[config.mk]
export PLATFORM = sky130hd
export DESIGN_NAME = ram_write_manager
export DESIGN_NICKNAME = d
export VERILOG_FILES = /design/src/rtl/ram_write_manager.sv
export SDC_FILE = /design/constraint.sdc
export NUM_CORES = 1
export LEC_CHECK = 0
export ABC_CLOCK_PERIOD_IN_PS = 4900
export CORE_ASPECT_RATIO = 1.25
export CORE_MARGIN = 5
export CORE_UTILIZATION = 54
export DETAILED_ROUTE_END_ITERATION = 8
export PLACE_DENSITY_LB_ADDON = 0.2
export SYNTH_ARGS = -nofsm -noshare
export SYNTH_HDL_FRONTEND = slang
export SYNTH_SLANG_ARGS = --single-unit
[constraint.sdc]
create_clock -name clk -period 4.9 [get_ports clk]
set_input_delay 0.49 -clock clk [delete_from_list [all_inputs] [get_ports clk]]
set_output_delay 0.49 -clock clk [all_outputs]
set_load 0.02 [all_outputs]
[src/rtl/ram_write_manager.sv]
// Per-input event writer: captures an L-sample window on trigger into the ring-buffer RAM.
// Optional WM_EVENT_STAMP_EN: replaces the last word of each window with the n_done count.
module ram_write_manager #(
    parameter int MAX_NEVENT_W = 5
) (
    input  logic                    clk,
    input  logic                    rst_n,
    input  logic                    live_rising,
    input  logic                    input_ena,
    input  logic                    trigger,
    input  logic [15:0]             din,
    input  logic [9:0]              HALF_PACKAGE_LENGTH,
    input  logic [13:0]             MEMORY_DEPTH,
    input  logic [MAX_NEVENT_W-1:0] MAX_NEVENT,
    input  logic [15:0]             n_read,
    output logic                    wen,
    output logic [13:0]             waddr,
    output logic [15:0]             wdata,
    output logic                    w_complete,
    output logic [15:0]             n_done,
    output logic                    busy,
    output logic                    retrig_err,
    output logic                    overflow,
    output logic                    cfg_err
);

    typedef enum logic [1:0] {IDLE, WRITE, DONE} state_t;

    state_t      state;
    logic [13:0] init_addr;
    logic [9:0]  cnt;
    logic [14:0] init_sum;
    logic [15:0] outstanding;
    logic [13:0] next_addr;

    // The init_addr sum is 15 bits wide so L + init_addr never wraps before the depth compare.
    always_comb begin
        init_sum    = {1'b0, init_addr} + {5'b0, HALF_PACKAGE_LENGTH};
        outstanding = n_done - n_read;
        next_addr   = (waddr == MEMORY_DEPTH - 14'd1) ? 14'd0 : waddr + 14'd1;
    end

    assign busy = (state != IDLE);

    // NOTE: all state updates use non-blocking assignments so every register samples pre-edge values.
    always_ff @(posedge clk) begin
        if (!rst_n || live_rising) begin
            state      <= IDLE;
            init_addr  <= '0;
            cnt        <= '0;
            wen        <= 1'b0;
            waddr      <= '0;
            wdata      <= '0;
            w_complete <= 1'b0;
            n_done     <= '0;
            retrig_err <= 1'b0;
            overflow   <= 1'b0;
            cfg_err    <= 1'b0;
        end else begin
            case (state)
                IDLE: begin
                    wen        <= 1'b0;
                    w_complete <= 1'b0;
                    if (trigger && input_ena) begin
                        if (HALF_PACKAGE_LENGTH == 10'd0) begin
                            cfg_err <= 1'b1;
                        end else begin
                            state <= WRITE;
                            wen   <= 1'b1;
                            waddr <= init_addr;
                            cnt   <= 10'd1;
`ifdef WM_EVENT_STAMP_EN
                            wdata <= (HALF_PACKAGE_LENGTH == 10'd1) ? n_done : din;
`else
                            wdata <= din;
`endif
                            if (32'(outstanding) >= 32'(MAX_NEVENT))
                                overflow <= 1'b1;
                        end
                    end
                end
                WRITE: begin
                    if (trigger)
                        retrig_err <= 1'b1;
                    if (cnt == HALF_PACKAGE_LENGTH) begin
                        state      <= DONE;
                        wen        <= 1'b0;
                        w_complete <= 1'b1;
                    end else begin
                        wen   <= 1'b1;
                        waddr <= next_addr;
                        cnt   <= cnt + 10'd1;
`ifdef WM_EVENT_STAMP_EN
                        // Final word of the window carries the pre-increment event count.
                        wdata <= (cnt == HALF_PACKAGE_LENGTH - 10'd1) ? n_done : din;
`else
                        wdata <= din;
`endif
                    end
                end
                DONE: begin
                    if (trigger)
                        retrig_err <= 1'b1;
                    state      <= IDLE;
                    w_complete <= 1'b0;
                    n_done     <= n_done + 16'd1;
                    cnt        <= '0;
                    if (init_sum >= {1'b0, MEMORY_DEPTH})
                        init_addr <= 14'(init_sum - {1'b0, MEMORY_DEPTH});
                    else
                        init_addr <= init_sum[13:0];
                end
                default: state <= IDLE;
            endcase
        end
    end

endmodule
== Word-level counts from Yosys, hierarchy flattened ==
Index checks and enable logic that the tools add are counted.

* Bits in registers: 77
* Word-level logic and storage cells: 71
* Input port bits: 66
* Output and inout bits: 52

* Mux-type cells: 24
* Bitwise operators: 1
* Reductions and logical operators: 18
* Add/subtract/negate cells: 7
* Order comparisons: 2
* Equality and inequality tests: 8

{| class="wikitable"
|+ Operators by type and width
! operator !! count
|-
| $mux 14 || 5
|-
| $mux 16 || 3
|-
| $pmux 16 s2 || 1
|-
| $mux 10 || 3
|-
| $pmux 10 s3 || 1
|-
| $pmux 14 s2 || 1
|-
| $add 16x1->16 const B || 1
|-
| $ge 16x5->1 || 1
|-
| $sub 16x16->16 || 1
|-
| $add 14x10->15 || 1
|-
| $ge 15x14->1 || 1
|-
| $add 14x1->14 const B || 1
|-
| $eq 14x14->1 || 1
|-
| $sub 14x1->14 const B || 1
|-
| $sub 14x14->14 || 1
|-
| $reduce_and 4->1 || 3
|-
| $add 10x1->10 const B || 1
|-
| $eq 10x10->1 || 1
|-
| $logic_not 10->1 || 1
|-
| $ne 2x2->1 const B || 4
|-
| $mux 2 || 3
|-
| $reduce_and 3->1 || 2
|-
| $reduce_bool 2->1 || 3
|-
| $mux 1 || 4
|-
| other kinds (12) || 15
|}

== Depth between registers and ports, before layout ==
Gate-level depths: netlist of run 1.

* Depth after elaboration: 5
* Mapped depth: 20

== Least setup slack after synthesis of run 1 ==
No wires, ideal clock.

* Kind: input to register
* Start point: input port HALF_PACKAGE_LENGTH[0]
* End point: register init_addr[2]
* Required time: 4773 ps
* Setup time: 127 ps
* Data arrival time: 4098 ps
* Slack: 675 ps
* Stages on the path: 20
* Path through: ha_1 inv_1 fa_1 nor2b_1 o31a_1 o31a_1 o31ai_2 a21oi_1 xor2_1 ha_1 and2_1 nand3_1 nor4_1 or3_1 o221a_2 a311o_1 buf_2 buf_2 mux2i_1 o22ai_1

* Cells in the longest elaborated chain, start to end: 3
* Elaborated cells between the ends (all ways): 4

{| class="wikitable"
|+ Ends and longest elaborated chain
! item !! RTL line !! text
|-
| from (decl) || 12 || <nowiki>input logic [9:0] HALF_PACKAGE_LENGTH,</nowiki>
|-
| $add 14x10->15 * || 38 || <nowiki>init_sum = {1'b0, init_addr} + {5'b0, HALF_PACKAGE_LENGTH};</nowiki>
|-
| $sub 14x14->14 or $ge 15x14->1 (tied branches) || 109, 108 ||
|-
| $mux 14 * || 108 || <nowiki>if (init_sum >= {1'b0, MEMORY_DEPTH})</nowiki>
|-
| to (signal assigned) || 109 || <nowiki>init_addr <= 14'(init_sum - {1'b0, MEMORY_DEPTH});</nowiki>
|-
| to (signal assigned) || 111 || <nowiki>init_addr <= init_sum[13:0];</nowiki>
|-
| to (decl) || 30 || <nowiki>logic [13:0] init_addr;</nowiki>
|}

Mark *: on every way between the ends. The rest lies on a longest branch, timed or not.
A chain may end at the register's enable or synchronous reset.

== Worst setup path after layout of run 1 ==
* Start point: input port HALF_PACKAGE_LENGTH[0]
* End point: register init_addr[4]

Same word-level chain as after synthesis.

==> flow_metrics.env, run 1 <==
export IMPL_final_cell_area_um2=7886
export IMPL_hp_class="flop to flop"
export IMPL_cts_sinks=77
export IMPL_power_density_nw_per_um2=209.9
export IMPL_antenna_found_initial=0
export IMPL_power_share_combinational_pct=19.3
export IMPL_max_freq_ghz=0.2163
export IMPL_syn_inst=813
export IMPL_netlist_top_cells_area="dfxtp_1, ha_1, xnor2_1, a21oi_1, nand2_1"
export IMPL_route_detailed_drc=0
export IMPL_dpl_hpwl_mm=14.31
export IMPL_root_buffer="clkbuf_16"
export IMPL_r2r_start="init_addr[0]"
export IMPL_wl_mm=18.40
export IMPL_dp_cells=1053
export IMPL_seq_power_share_pct=38.5
export IMPL_min_period_over_period_pct=94.34
export IMPL_synth_area_per_cell_um2=7.684
export IMPL_switchingPower_uw=451.3
export IMPL_finalHoldViolCount=0
export IMPL_first_iter_violations=327
export IMPL_synthArstFlopShare_pct=0
export IMPL_cap_violations=0
export IMPL_startpoint="HALF_PACKAGE_LENGTH[0]"
export IMPL_nets=1047
export IMPL_internal_power_mw=1.204
export IMPL_start_util_pct=54.30
export IMPL_grt_pass1_wl_mm=29.61
export IMPL_die_w_um=106.2
export IMPL_rsz0062_at_grt="no"
export IMPL_slew_headroom_pct=23.81
export IMPL_htree_levels=3
export IMPL_finish_utilization_pct=68.54
export IMPL_overflow=0
export IMPL_dr_total_vias=6317
export IMPL_min_path_cells=2
export IMPL_synth_edf_count=0
export IMPL_yosysMostFrequentCell="nand2_1"
export IMPL_r2r_slack_ps=540
export IMPL_peakVddDrop_uv=145.7
export IMPL_synth_top_area_share_pct=24.67
export IMPL_status="complete, no violations"
export IMPL_finalCriticalPeriod_ps=4623
export IMPL_ctsHoldBuffers=0
export IMPL_dr_pass1_iters=5
export IMPL_ys_types=73
export IMPL_post_cts_resized=0
export IMPL_drive_above_1_share_pct=5.693
export IMPL_instances_no_fill=1069
export IMPL_syn_nets=934
export IMPL_endpoint_kind="flop"
export IMPL_critPathMaxFanout=6
export IMPL_via_per_inst=5.909
export IMPL_cts_buffers=9
export IMPL_grt_usage_pct=26.26
export IMPL_cp_arrival_ps=4830
export IMPL_worstRegToRegCells=19
export IMPL_pin_count=118
export IMPL_cts_tree="done"
export IMPL_p_sw_share_pct=27.26
export IMPL_cp_required_ps=5110
export IMPL_yosys_most_used_dff="dfxtp_1"
export IMPL_antenna_cells=0
export IMPL_wire_per_inst_um=17.21
export IMPL_fin_skew_ps=9.516
export IMPL_synth_common_cells="nand2_1, dfxtp_1, nor2_1"
export IMPL_synth_top_area_cell="dfxtp_1"
export IMPL_netlist_area_um2=6247
export IMPL_yosysSeqAreaShare_pct=24.67
export IMPL_pwr_share_clk_pct=42.3
export IMPL_place_area_um2=7569
export IMPL_coreArea_um2=11510
export IMPL_grt_max_degree=54
export IMPL_gp_congestion=0.9575
export IMPL_io_buffers=117
export IMPL_setup_tns_ps=0
export IMPL_clockBufferDepth=2
export IMPL_ys_seq_elements=77
export IMPL_area_growth_pct=26.24
export IMPL_clkTransAtPathRegs_ps=60
export IMPL_ys_warn_count=0
export IMPL_holdPathEnd="wdata[13]"
export IMPL_drv_slew=0
export IMPL_p_leak_nw=3.092
export IMPL_worstReg2RegEnd="init_addr[4]"
export IMPL_num_rows=44
export IMPL_worst_slew_pin_slew_ps=1134
export IMPL_min_from="wdata[13]"
export IMPL_grt_pass1_vias=6287
export IMPL_insertion_delay_ps=340
export IMPL_cts_setup_buffers=0
export IMPL_criticalPathCategory="primary input to flop"
export IMPL_cp_start_kind="primary input"
export IMPL_fp_dieArea_um2=13830
export IMPL_drt_antenna_violating_nets=0
export IMPL_setup_viol=0
export IMPL_chipHeight_um=130.3
layout by cell type (no fill, tap or decap), drive strengths merged, types with 12 or more instances in the layout:
cell type and count:
a21oi 65, and3 13, buf 15, clkbuf 12, clkdlybuf4s50 117, dfxtp 77, ha 52, inv 64
mux2i 16, nand2 82, nand2b 14, nand3 20, nand4 17, nor2 68, nor2b 14, nor3 16
o21ai 62, xnor2 42, xor2 31
routing by layer:
layer / part of all wire, % / up-vias / GRT usage, %
met4: 3.0 / 0 / 9.604
met3: 4.2 / 38 / 3.513
met5: 0 / - / 0
met2: 54 / 202 / 51.17
met1: 39 / 2967 / 28.82
li1: - / 3110 / -
through the flow:
| step | hold slack [ps] | power, mW | worst slack [ps] |
|---|---|---|---|
| global route | 477.4 | 1.717 | 15.71 |
| CTS | 459.3 | 1.662 | 260.8 |
| finish | 459.5 | 1.656 | 277.4 |
| floorplan | 460.7 | 0.8392 | 674.8 |
| global placement | 442.2 | 0.9578 | 47.97 |
| detailed placement | 451.7 | 0.9650 | -88.49 |
sequential cells by signal (all words and copies together) (netlist names):
register	flops
n_done	16
wdata	16
init_addr	14
waddr	14
cnt	10
state	2
cfg_err	1
overflow	1
retrig_err	1
w_complete	1
wen	1
worst max path at each step:
stage                         end  slack [ps]  cells after the start
finish               init_addr[4]         280                     20
global route        init_addr[11]          20                     20
CTS                  init_addr[4]         260                     20
detailed placement   init_addr[4]         -90                     20
global placement    init_addr[11]          50                     20
floorplan            init_addr[2]         670                     20
power groups by stage:
stage                     clock (mW)  combinational [mW]  sequential [mW]
after floorplan                    0               0.184            0.655
final                          0.700               0.319            0.637
after global placement             0               0.308            0.650
after global routing           0.731               0.349            0.637
after detailed placement           0               0.315            0.650
after CTS                      0.707               0.318            0.636
critical path: stages:
cell and delay (ps):
clkdlybuf4s50_1 440, ha_1 250, inv_1 80, fa_1 230
nor2b_2 60, o31a_1 270, o31a_1 290, o31ai_2 340
a21oi_2 120, xor2_1 190, ha_1 270, and2_1 200
nand3_1 130, nor4_1 60, or3_1 300, o221a_2 230
a311o_1 420, buf_4 200, mux2i_1 160, a21oi_1 90
cell type report:
| class | count | area, um2 |
|---|---|---|
| inverters | 63 | 236.5 |
| fillers | 975 | 3620 |
| clock inverters | 4 | 55.05 |
| flip-flops and latches | 77 | 1541 |
| multi-input cells | 643 | 4340 |
| repair buffers | 132 | 1284 |
| clock buffers | 12 | 256.5 |
| well taps | 138 | 172.7 |
logic make-up (layout without fill, tap and decap cells):
family	Yosys count	count (layout)	synth area share, %
AO/OA/AOI/OAI	210	210	21.23
multiplexers	19	19	3.104
flip-flops	77	77	24.67
XOR/XNOR	73	73	10.23
buffers and inverters	93	211	6.069
adder cells (fa/ha/maj)	55	55	11.38
AND/OR/NAND/NOR	286	286	23.31
(Power assumes the default switching activity.)
==> run 2: changes to the inputs <==
--- a/config.mk
+++ b/config.mk
@@ -6,9 +6,11 @@
 export NUM_CORES = 1
 export LEC_CHECK = 0
 export ABC_CLOCK_PERIOD_IN_PS = 4900
+export CELL_PAD_IN_SITES_DETAIL_PLACEMENT = 1
+export CELL_PAD_IN_SITES_GLOBAL_PLACEMENT = 2
 export CORE_ASPECT_RATIO = 1.25
 export CORE_MARGIN = 5
-export CORE_UTILIZATION = 54
+export CORE_UTILIZATION = 31
 export DETAILED_ROUTE_END_ITERATION = 8
 export PLACE_DENSITY_LB_ADDON = 0.2
 export SYNTH_ARGS = -nofsm -noshare
==> flow_metrics.env, run 2 (same netlist as run 1, synthesis figures left out) <==
export IMPL_coreArea_um2=19960
export IMPL_cts_buffers=9
export IMPL_fp_dieArea_um2=23110
export IMPL_fin_skew_ps=7.918
export IMPL_endpoint="init_addr[2]"
export IMPL_grt_max_degree=54
export IMPL_antenna_cells=0
export IMPL_final_common_cell="clkdlybuf4s50_1"
export IMPL_mostFrequentLayoutCells="clkdlybuf4s50_1, nand2_1, dfxtp_1"
export IMPL_status="complete, no violations"
export IMPL_clkTransAtPathRegs_ps=60
export IMPL_post_place_ws_ps=-137.8
export IMPL_seq_power_share_pct=38.6
export IMPL_finalCriticalPeriod_ps=4588
export IMPL_startpoint="HALF_PACKAGE_LENGTH[1]"
export IMPL_dr_pass1_iters=4
export IMPL_worstRegToRegCells=19
export IMPL_drt_antenna_violating_nets=0
export IMPL_finalHoldViolCount=0
export IMPL_setup_tns_ps=0
export IMPL_pwr_share_clk_pct=41.5
export IMPL_gp_congestion=0.8361
export IMPL_cp_start_kind="primary input"
export IMPL_cts_sinks=77
export IMPL_critPathMaxFanout=6
export IMPL_switchingPower_uw=459.2
export IMPL_max_freq_ghz=0.2180
export IMPL_dr_total_vias=6308
export IMPL_cp_arrival_ps=4770
export IMPL_instances_no_fill=1209
export IMPL_endpoint_kind="flop"
export IMPL_insertion_delay_ps=330
export IMPL_criticalPathCategory="primary input to flop"
export IMPL_min_period_over_period_pct=93.62
export IMPL_fillerInstances=2403
export IMPL_worst_slew_pin_slew_ps=819.7
export IMPL_route_detailed_drc=0
export IMPL_multiInputGateArea_um2=4345
export IMPL_p_leak_nw=3.114
export IMPL_dp_cells=1193
export IMPL_wl_mm=21.67
export IMPL_internal_power_mw=1.189
export IMPL_rsz0062_at_grt="no"
export IMPL_overflow=0
export IMPL_p_sw_share_pct=27.86
export IMPL_antenna_found_initial=0
export IMPL_r2r_start="init_addr[0]"
export IMPL_io_buffers=117
export IMPL_cts_setup_buffers=0
export IMPL_num_rows=58
export IMPL_start_util_pct=31.30
export IMPL_worstReg2RegEnd="init_addr[2]"
export IMPL_cp_required_ps=5080
export IMPL_via_per_inst=5.218
export IMPL_area_growth_pct=29.78
export IMPL_setup_viol=0
export IMPL_peakVddDrop_uv=136.2
export IMPL_place_area_um2=7794
export IMPL_chipHeight_um=168.7
export IMPL_grt_usage_pct=18.85
export IMPL_hp_class="flop to flop"
export IMPL_grt_pass1_vias=6997
export IMPL_drive_above_1_share_pct=6.496
export IMPL_clockBufferDepth=2
export IMPL_pin_count=118
export IMPL_slew_headroom_pct=43.94
export IMPL_nets=1055
export IMPL_cts_tree="done"
export IMPL_final_cell_area_um2=8108
export IMPL_top_regs="n_done: 16 flops, wdata: 16 flops"
export IMPL_htree_levels=3
export IMPL_wire_per_inst_um=17.93
export IMPL_grt_pass1_wl_mm=35.27
export IMPL_cap_violations=0
export IMPL_seq_area_um2=1541
export IMPL_first_iter_violations=184
export IMPL_power_density_nw_per_um2=203.3
export IMPL_power_share_combinational_pct=19.8
export IMPL_die_w_um=137.0
export IMPL_r2r_slack_ps=500
export IMPL_final_setup_worst_slack_ps=312.4
export IMPL_drv_slew=0
export IMPL_root_buffer="clkbuf_16"
export IMPL_dpl_hpwl_mm=17.43
[run 2: critical path: stages]
cell and delay [ps]:
clkdlybuf4s50_1 500, ha_1 350, a211o_1 320, o211ai_1 180, a211oi_1 170, o31a_1 350, nor2_1 250, ha_1 330
and2_1 200, nand3_1 120, nor4_1 50, or3_1 310, o221a_2 240, a311o_1 420, buf_4 210, mux2i_1 160
o22ai_1 110
[run 2: timing repair]
| item | 4_1_cts | 5_1_grt |
|---|---|---|
| gates resized for setup | 0 | 3 |
| hold buffers | 0 | 0 |
| setup endpoints to repair | 0 | 4 |
[run 2: stage by stage]
stage | hold WS (ps) | total power, mW | util, %
final | 456.4 | 1.648 | 40.63
after global routing | 474.7 | 1.731 | 40.63
after CTS | 461.5 | 1.673 | 40.57
after detailed placement | 452.3 | 0.9774 | 39.05
after global placement | 443.2 | 0.9709 | 39.05
after floorplan | 460.7 | 0.8392 | -
[run 2: cell type report]
class,instances,area share (%)
multi-input cells,643,53.60
flip-flops and latches,77,19.01
repair buffers,140,16.57
well taps,270,4.167
clock buffers,11,2.994
inverters,63,2.917
clock inverters,5,0.7407
[run 2: power groups by stage]
| stage | logic, mW | clock network (mW) | registers, mW |
|---|---|---|---|
| after floorplan | 0.184 | 0 | 0.655 |
| after detailed placement | 0.327 | 0 | 0.651 |
| after CTS | 0.329 | 0.707 | 0.637 |
| after global routing | 0.362 | 0.733 | 0.637 |
| after global placement | 0.320 | 0 | 0.651 |
| final | 0.327 | 0.685 | 0.637 |
[run 2: per-layer routing]
metal	GRT usage, %	up-vias	share of wire (%)
met5	0	-	0
met1	20.64	3037	40
met2	36.26	119	54
met3	2.467	30	3.5
li1	-	3122	-
met4	6.771	0	3.1
[run 2: worst min-delay path by stage]
stage	depth (start not counted)	to	startpoint
4_1_cts	2	wdata[14]	wdata[14]
5_1_grt	2	wdata[6]	wdata[6]
3_3_place_gp	2	wdata[2]	wdata[2]
2_1_floorplan	2	cnt[4]	cnt[4]
3_5_place_dp	2	wdata[10]	wdata[10]
6_report	2	wdata[10]	wdata[10]
==> run 3: changes to the inputs <==
--- a/config.mk
+++ b/config.mk
@@ -5,12 +5,11 @@
 export SDC_FILE = /design/constraint.sdc
 export NUM_CORES = 1
 export LEC_CHECK = 0
-export ABC_CLOCK_PERIOD_IN_PS = 4900
+export ABC_CLOCK_PERIOD_IN_PS = 4100
 export CELL_PAD_IN_SITES_DETAIL_PLACEMENT = 1
 export CELL_PAD_IN_SITES_GLOBAL_PLACEMENT = 2
 export CORE_ASPECT_RATIO = 1.25
-export CORE_MARGIN = 5
-export CORE_UTILIZATION = 31
+export CORE_UTILIZATION = 28
 export DETAILED_ROUTE_END_ITERATION = 8
 export PLACE_DENSITY_LB_ADDON = 0.2
 export SYNTH_ARGS = -nofsm -noshare
==> constraint.sdc (replaced) <==
create_clock -name clk -period 4.1 [get_ports clk]
set_input_delay 0.41 -clock clk [delete_from_list [all_inputs] [get_ports clk]]
set_output_delay 0.41 -clock clk [all_outputs]
set_load 0.02 [all_outputs]
==> flow_metrics.env, run 3 (same netlist as run 1, synthesis figures left out) <==
export IMPL_dp_cells=1266
export IMPL_min_period_over_period_pct=98.73
export IMPL_instances_no_fill=1288
export IMPL_fin_skew_ps=11.85
export IMPL_gp_congestion=0.8275
export IMPL_peakVddDrop_uv=200.2
export IMPL_clkTransAtPathRegs_ps=60
export IMPL_max_freq_ghz=0.2470
export IMPL_coreArea_um2=21700
export IMPL_finalHoldViolCount=0
export IMPL_met3_usage_pct=2.306
export IMPL_grt_use_met1_pct=22.79
export IMPL_min_from="wdata[10]"
export IMPL_first_iter_violations=146
export IMPL_route_detailed_drc=0
export IMPL_final_setup_worst_slack_ps=52.12
export IMPL_criticalPathCategory="flop to flop"
export IMPL_switchingPower_uw=559.4
export IMPL_cap_violations=0
export IMPL_slowest_stage="a311o_2"
export IMPL_cp_required_ps=4310
export IMPL_endpoint_kind="flop"
export IMPL_grt_pass1_wl_mm=35.12
export IMPL_setup_viol=0
export IMPL_grt_usage_pct=19.54
export IMPL_insertion_delay_ps=340
export IMPL_mostFrequentLayoutCells="clkdlybuf4s50_1, buf_4, nand2_1"
export IMPL_grt_max_degree=40
export IMPL_antenna_cells=0
export IMPL_clockBufferDepth=2
export IMPL_drt_antenna_violating_nets=0
export IMPL_final_common_cell="clkdlybuf4s50_1"
export IMPL_power_share_combinational_pct=22.1
export IMPL_finish_utilization_pct=40.28
export IMPL_worstRegToRegCells=19
export IMPL_start_util_pct=28.79
export IMPL_dr_pass1_iters=4
export IMPL_cp_start_kind="flop"
export IMPL_pin_count=118
export IMPL_root_buffer="clkbuf_16"
export IMPL_die_w_um=135.6
export IMPL_chipHeight_um=169
export IMPL_wl_mm=21.82
export IMPL_dr_total_vias=6395
export IMPL_antenna_found_initial=0
export IMPL_worstReg2RegEnd="init_addr[11]"
export IMPL_crit_top_cell="o31a_1"
export IMPL_r2r_start="init_addr[0]"
export IMPL_min_path_cells=2
export IMPL_r2r_slack_ps=50
export IMPL_pwr_share_clk_pct=39.9
export IMPL_nets=1126
export IMPL_status="complete, no violations"
export IMPL_cp_cell_sequence="ha_4 > inv_2 > fa_2 > nor2b_2 > o31a_1 > o31a_1 > o31ai_4 > a21oi_2 > xor2_2 > ha_1 > and2_4 > nand3_4 > nor4_2 > or3_1 > o221a_2 > a311o_2 > buf_4 > mux2i_2 > o22ai_2"
export IMPL_finalCriticalPeriod_ps=4048
export IMPL_dpl_hpwl_mm=17.47
export IMPL_top_usage_layer="met2"
export IMPL_p_sw_share_pct=27.95
export IMPL_grt_util_met2_pct=36.82
export IMPL_htree_levels=3
export IMPL_slew_headroom_pct=43.20
export IMPL_top_regs="n_done: 16 flops, wdata: 16 flops"
export IMPL_num_rows=60
export IMPL_io_buffers=117
export IMPL_critPathMaxFanout=6
export IMPL_grt_pass1_vias=6742
export IMPL_seq_power_share_pct=38.0
export IMPL_cp_arrival_ps=4260
export IMPL_setup_tns_ps=0
export IMPL_drv_slew=0
export IMPL_internal_power_mw=1.442
export IMPL_via_per_inst=4.965
export IMPL_cts_sinks=77
export IMPL_fp_dieArea_um2=22920
export IMPL_cts_buffers=9
export IMPL_hp_class="flop to flop"
export IMPL_wire_per_inst_um=16.94
export IMPL_post_place_ws_ps=-756.5
export IMPL_cts_tree="done"
export IMPL_drive_above_1_share_pct=14.57
export IMPL_slowest_delay_ps=390
export IMPL_p_leak_nw=3.509
export IMPL_rsz0062_at_grt="yes"
export IMPL_worst_slew_pin_slew_ps=848.2
export IMPL_area_growth_pct=39.88
export IMPL_holdPathEnd="wdata[10]"
export IMPL_ctsHoldBuffers=0
export IMPL_overflow=0
export IMPL_power_density_nw_per_um2=229.0
## run 3: cell types whose count changed in the layout (fill, tap and decap cells not counted), sizes merged
cell and change:
buf +71, clkdlybuf4s50 -5, clkinvlp -4, clkinv +3, dlygate4sd2 +3, dlymetal6s2s +2
clkbuf -1, inv +1
## run 3: power by group through the flow
stage               Sequential [mW]  Clock, mW  Combinational (mW)
floorplan                     0.783          0               0.222
global placement              0.777          0               0.439
detailed placement            0.777          0               0.440
CTS                           0.760      0.826               0.444
global route                  0.761      0.855               0.491
finish                        0.760      0.798               0.443
## run 3: area by class of cell
type,instances,area (um2)
well taps,279,349.1
fillers,2670,12960
multi-input cells,643,4431
repair buffers,211,1886
flip-flops and latches,77,1546
inverters,63,236.5
clock inverters,5,61.31
clock buffers,10,229.0
## run 3: how the worst max path moves through the flow
stage                    end                    from  cells past startpoint  slack, ps
2_1_floorplan   init_addr[0]  HALF_PACKAGE_LENGTH[0]                     19         10
3_3_place_gp    init_addr[8]  HALF_PACKAGE_LENGTH[0]                     20       -610
3_5_place_dp    init_addr[3]  HALF_PACKAGE_LENGTH[0]                     20       -760
4_1_cts         init_addr[3]  HALF_PACKAGE_LENGTH[4]                     17          2
5_1_grt         init_addr[0]            init_addr[0]                     18       -150
6_report       init_addr[11]            init_addr[0]                     19         50
## run 3: routing by layer
metal  vias to the layer above  routed length [um]
met3                        20                 574
met2                       100               11410
met4                         0                 482
met5                         -                   0
met1                      3017                9358
li1                       3258                   -
## run 3: critical path, delay by kind of cell, from the launching register on
family	cells	cell delay (ps)
compound gates	7	1660
xor+xnor	1	170
fa+ha+maj	3	680
buf+inv	2	230
flops	1	370
mux	1	200
simple gates	5	640
## run 3: timing repair
action                     4_1_cts  5_1_grt
setup buffers                    3        4
setup endpoints to repair       14       14
gates cloned                     0        0
pin swaps                       10        6
gates resized for setup         11       14
## run 3: through the flow
| stage | hold WS [ps] | cell area [um2] | power, mW |
|---|---|---|---|
| 4_1_cts | 454.6 | 8648 | 2.030 |
| 3_3_place_gp | 442.4 | 8299 | 1.216 |
| 3_5_place_dp | 445.8 | 8299 | 1.218 |
| 5_1_grt | 470.9 | 8738 | 2.106 |
| 6_report | 452.5 | 8738 | 2.001 |
| 2_1_floorplan | 460.7 | 6271 | 1.004 |
